File: src/rtl/if_fetch_stage.sv
// Instruction-fetch front end: owns the PC, issues one sram-style fetch at a time,
// and presents the fetched instruction to the IF/ID boundary.
module if_fetch_stage #(
  parameter logic [31:0] RESET_PC = 32'hbfc00000,
  parameter int          STALL_W  = 8
) (
  input  logic               clk,
  input  logic               rst,
  input  logic [STALL_W-1:0] stall,
  input  logic               flush,
  input  logic [31:0]        new_pc,
  input  logic               br_e,
  input  logic [31:0]        br_addr,
  output logic               inst_sram_req,
  output logic [31:0]        inst_sram_addr,
  input  logic               inst_sram_addr_ok,
  input  logic               inst_sram_data_ok,
  input  logic [31:0]        inst_sram_rdata,
  output logic               if_valid,
  output logic [31:0]        if_pc,
  output logic [31:0]        if_inst,
  output logic [31:0]        if_excepttype,
  output logic               stallreq_from_icache
);

  typedef enum logic [2:0] {IDLE, REQ, DATA, CANCEL, DONE} state_t;

  state_t      state, state_next;
  logic [31:0] pc, pc_next;
  logic [31:0] inst_buf, inst_buf_next;
  logic [31:0] exc_buf, exc_buf_next;
  logic [31:0] br_tgt, br_tgt_next;
  logic        br_pend, br_pend_next;
  logic        req, valid;
  logic        hold;
  logic        misaligned;
  logic [31:0] seq_pc;
  logic        unused_stall;

  // A lone stall[0] is treated the same as stall[1].
  assign hold         = stall[1] | stall[0];
  assign unused_stall = ^stall;
  assign misaligned   = (pc[1:0] != 2'b00);
  assign seq_pc       = br_e ? br_addr : (br_pend ? br_tgt : pc + 32'd4);

  always_ff @(posedge clk) begin
    if (rst) begin
      state    <= IDLE;
      pc       <= RESET_PC;
      inst_buf <= 32'd0;
      exc_buf  <= 32'd0;
      br_pend  <= 1'b0;
      br_tgt   <= 32'd0;
    end else begin
      state    <= state_next;
      pc       <= pc_next;
      inst_buf <= inst_buf_next;
      exc_buf  <= exc_buf_next;
      br_pend  <= br_pend_next;
      br_tgt   <= br_tgt_next;
    end
  end

  always_comb begin
    state_next    = state;
    pc_next       = pc;
    inst_buf_next = inst_buf;
    exc_buf_next  = exc_buf;
    br_pend_next  = br_pend;
    br_tgt_next   = br_tgt;
    req           = 1'b0;
    valid         = 1'b0;

    if (flush) begin
      // Redirect wins; an in-flight access must still be drained in CANCEL.
      pc_next      = new_pc;
      br_pend_next = 1'b0;
      case (state)
        REQ:     state_next = inst_sram_addr_ok ? CANCEL : REQ;
        DATA:    state_next = inst_sram_data_ok ? REQ : CANCEL;
        CANCEL:  state_next = inst_sram_data_ok ? REQ : CANCEL;
        default: state_next = REQ;
      endcase
    end else begin
      case (state)
        IDLE: state_next = REQ;
        REQ: begin
          if (misaligned) begin
            state_next    = DONE;
            exc_buf_next  = 32'h4;
            inst_buf_next = 32'd0;
          end else begin
            req = 1'b1;
            if (inst_sram_addr_ok) state_next = DATA;
          end
        end
        DATA: begin
          if (inst_sram_data_ok) begin
            inst_buf_next = inst_sram_rdata;
            exc_buf_next  = 32'd0;
            state_next    = DONE;
          end
        end
        CANCEL: begin
          if (inst_sram_data_ok) state_next = REQ;
        end
        DONE: begin
          valid = 1'b1;
          if (!hold) begin
            pc_next      = seq_pc;
            br_pend_next = 1'b0;
            state_next   = REQ;
          end
        end
        default: state_next = IDLE;
      endcase

      // Branch resolved while its delay slot is still in IF: remember the target.
      if (br_e && !hold && state != DONE) begin
        br_pend_next = 1'b1;
        br_tgt_next  = br_addr;
      end
    end
  end

  assign inst_sram_req        = req & ~rst;
  assign inst_sram_addr       = pc;
  assign if_pc                = pc;
  assign if_valid             = valid & ~rst;
  assign if_inst              = inst_buf;
  assign if_excepttype        = exc_buf;
  assign stallreq_from_icache = (state != DONE) & ~rst;

endmodule

File: config.mk
export PLATFORM = sky130hd
export DESIGN_NAME = if_fetch_stage
export DESIGN_NICKNAME = d
export VERILOG_FILES = /design/src/rtl/if_fetch_stage.sv
export SDC_FILE = /design/constraint.sdc
export NUM_CORES = 1
export LEC_CHECK = 0
export CORE_MARGIN = 2
export CORE_UTILIZATION = 43
export CTS_BUF_LIST = sky130_fd_sc_hd__clkbuf_16
export DETAILED_ROUTE_END_ITERATION = 16
export GPL_TIMING_DRIVEN = 0
export PLACE_DENSITY = 0.87
export SYNTH_ARGS = -nofsm -noshare
export SYNTH_HDL_FRONTEND = slang
export SYNTH_SLANG_ARGS = --single-unit
File: constraint.sdc
create_clock -name clk -period 2.5 [get_ports clk]
set_input_delay 0.25 -clock clk [delete_from_list [all_inputs] [get_ports clk]]
set_output_delay 0.25 -clock clk [all_outputs]
set_load 0.02 [all_outputs]
==> key figures <==
Logic synthesis
  • Syn Area/Cell: 7.69 um^2
  • Top cell type's share of synthesized area: 35.4%
  • Netlist cell types: 64
  • Post-synth EDFFs: 0
  • Leading area contributor after synthesis: dfxtp_1
  • YS warnings: 0
  • Post-Syn Instances: 742
  • Syn Std Cell Area: 5710 um^2
  • Post-synth ARST share: 0%
  • Primary FF master, synth: dfxtp_1
  • Top cells by area, synth: dfxtp_1 (35%), buf_4 (8.4%), nand2_1 (7.8%), a21oi_1 (5.0%), a22oi_1 (4.7%)
  • Sequential-to-total area share from yosys stat: 35.4%
  • Synth Register Bits: 101

Worst setup path
  • Critical path's slowest cell: clkdlybuf4s50_1
  • CP Data Arrival Time: 2.17 ns
  • Worst Path Required: 2.25 ns
  • Max incr delay on CP: 0.62 ns
  • Max FO, Critical Path: 9
  • Crit-path cells: clkdlybuf4s50_1 -> clkinv_1 -> nand2_2 -> nor2_1 -> clkdlybuf4s50_1
  • Crit end category: output pin
  • Most common cell on crit path: clkdlybuf4s50_1
  • Worst Setup Start Kind: input port
  • Crit path kind: input port to output pin
  • WP buf/inv: 3
  • Crit path max-delay family: buffers and inverters

Global route
  • Vias in the first global route: 6385
  • Initial antenna violation count: 0
  • Global-route usage over all layers: 29.7%
  • Largest net degree at the start of global routing: 18
  • First-pass GRT wire length: 33.2 mm
  • Grt ovf: 0

Timing
  • Final Hold Vio Count: 0
  • Worst relative slew slack: 35.3%
  • Hold_ws: 0.453 ns
  • Finish-stage setup viols: 0
  • Max-slew violations: 0
  • Fin crit share: 97.0%
  • Post-route minimum period: 2.42 ns
  • Worst-margin pin slew: 0.968 ns
  • Fmax: 413 MHz
  • RSZ-0062 raised after global routing: false
  • Clock skew: 0.00849 ns

Flow run
  • Maxcap violations: 0

Routing
  • Routed Antenna Nets: 0
  • Routed length per placed instance: 18.5 um
  • Via density: 5.70
  • Number of DRC markers in iteration 0: 874
  • DRT Wirelength: 21.6 mm
  • 1st-pass router iterations: 8
  • Post-route DRC: 0
  • Vias post-DR: 6650

Floorplanning
  • Num ports: 241
  • Starting Density: 43.6%
  • Die area: 14200 um^2
  • FP Rows: 42
  • Die Wd: 119 um
  • Die height: 119 um
  • CORE AREA: 13100 um^2

Power and ir drop
  • Flop pwr share: 41.9%
  • PD cells: 501 nW/um^2
  • Leak pwr: 3.12 nW
  • Clock network power share: 35.0%
  • Max IR drop VDD: 0.000488 V
  • Switching power: 1.27 mW
  • Sw Ratio: 30.2%
  • Combinational share of power: 23.1%
  • Int Pwr: 2.93 mW

Clocking
  • Clock Latency Late Sink: 0.36 ns
  • Clock root buffer: clkbuf_16
  • Clk sinks: 101
  • CTS tree: built
  • CTS max path bufs: 2
  • Post-CTS Hold Fix Bufs: 0
  • H-tree levels: 3
  • Clock transition at path regs: 0.07 ns
  • TritonCTS Buffers: 9

Cells and area
  • Footprint of the multi-input gates: 3050 um^2
  • Layout Area Growth over Synthesis: 46.7%
  • Fill cells: 1130
  • Nets: 1096
  • Ratio of cells with drive above 1 in the final layout: 10.6%
  • FF+latch area: 2020 um^2
  • Core Util, Final: 64.0%
  • Antenna diode count: 0

Hold path
  • HP Class: input port to register

Placed design
  • GPL Wtd Cong: 1.00
  • Port bufs: 201
  • Post-DP HPWL: 15.7 mm

Run status
  • Status: finished clean
[area by class of cell]
type	count	area share, %
clock buffers	9	2.69
repair buffers	202	24.1
flip-flops and latches	101	24.1
inverters	15	0.672
multi-input cells	540	36.4
clock inverters	7	0.897
plain buffers	116	8.40
well taps	176	2.63
[through the flow]
step	setup TNS, ns	total power [mW]	instances	instance area, um^2	setup WS (ns)
6_report	0	4.19	1166	8370	0.0759
5_1_grt	0	4.32	1166	8370	0.0442
4_1_cts	0	4.17	1166	8360	0.0421
3_5_place_dp	-0.0668	2.74	1149	8050	-0.0392
3_3_place_gp	-0.0155	2.73	1149	8050	-0.0155
2_1_floorplan	0	2.28	772	5820	0.472
[layer usage]
layer / GRT usage [%] / vias up / wire [um]
li1: - / 3054 / -
met1: 35.3 / 3022 / 7950
met2: 49.1 / 492 / 9990
met3: 8.86 / 82 / 2750
met4: 14.1 / 0 / 867
met5: 0 / - / 0
[flip-flops by register name, indices dropped and copies added (netlist names)]
name and cells:
br_tgt 32, if_pc 32, if_inst 32, if_excepttype 1
br_pend 1, state 3
[tightest hold or removal path: cells and delay by family]
kind                   cells  cell delay, ns
buffers and inverters      1            0.39
AOI/OAI and AO/OA          1            0.06
and+or+nand+nor            1            0.06
[cell usage in the layout, fill, tap and decap left out, types with 9 or more instances in the layout]
| cell | n |
|---|---|
| nor3_1 | 14 |
| mux2i_1 | 9 |
| a21oi_1 | 57 |
| a31oi_1 | 9 |
| nand3_1 | 13 |
| a211oi_1 | 15 |
| nor4_1 | 12 |
| buf_2 | 9 |
| o211ai_1 | 12 |
| a22oi_1 | 36 |
| conb_1 | 31 |
| inv_1 | 13 |
| nand2b_1 | 10 |
| clkdlybuf4s50_1 | 200 |
| and3_1 | 14 |
| clkbuf_16 | 9 |
| dfxtp_1 | 101 |
| nor2_1 | 56 |
| nand4_1 | 10 |
| nand2_1 | 117 |
| buf_4 | 65 |
| o21ai_0 | 31 |
| clkbuf_1 | 36 |
[cells by family (layout without fill, tap and decap cells)]
logic type | Yosys count | after routing | share of synthesized area, %
other | 1 | 31 | 0.0657
DFF | 101 | 101 | 35.4
buffers and inverters | 131 | 349 | 13.3
adders and majority gates | 1 | 1 | 0.219
xor gates and xnor gates | 10 | 10 | 1.53
muxes | 12 | 12 | 2.17
AOI/OAI and AO/OA | 212 | 212 | 24.6
and+or+nand+nor | 274 | 274 | 22.7
[power by group through the flow]
stage / clock (mW) / sequential (mW) / combinational, mW
final: 1.47 / 1.76 / 0.970
after CTS: 1.47 / 1.75 / 0.955
after global routing: 1.52 / 1.77 / 1.03
after floorplan: 0 / 1.82 / 0.467
after detailed placement: 0 / 1.79 / 0.949
after global placement: 0 / 1.79 / 0.939
[cells in the mapped netlist (4+ instances only)]
| library cell | count |
|---|---|
| dfxtp_1 | 101 |
| nand2_1 | 118 |
| a31oi_1 | 9 |
| xor2_1 | 4 |
| o22ai_1 | 5 |
| nor4_1 | 12 |
| or3_1 | 4 |
| o31ai_1 | 4 |
| buf_4 | 64 |
| inv_1 | 12 |
| clkbuf_1 | 37 |
| nor3_1 | 14 |
| mux2i_1 | 9 |
| a221oi_1 | 4 |
| o221ai_1 | 4 |
| nand4_1 | 10 |
| xnor2_1 | 6 |
| o211ai_1 | 12 |
| buf_1 | 4 |
| and3_1 | 14 |
| a22oi_1 | 36 |
| nor2_1 | 56 |
| buf_2 | 9 |
| nand2b_1 | 10 |
| nand3b_1 | 4 |
| a211oi_1 | 15 |
| o21a_1 | 6 |
| a21oi_1 | 57 |
| and4_1 | 5 |
| o21ai_0 | 31 |
| o31a_1 | 4 |
| o2111ai_1 | 4 |
| nand3_1 | 13 |
[worst paths after layout]
check,start,to,slack [ns],depth (start not counted)
worst min-delay path,new_pc[4],if_pc[4]$_SDFFE_PP0P_,0.45,3
worst max-delay path,flush,if_valid,0.08,5
worst min register to register,br_tgt[19]$_SDFFE_PP0P_,br_tgt[19]$_SDFFE_PP0P_,0.45,2
worst max register to register,br_pend$_SDFFE_PP0P_,if_pc[19]$_SDFFE_PP0P_,0.14,4
[what timing repair did]
item,in CTS,in global routing
endpoints found under the setup margin,1,4
buffers inserted,1,0
pin swaps,1,0
gates resized for setup,0,6
No activity file was read; power rests on OpenSTA's default activity.
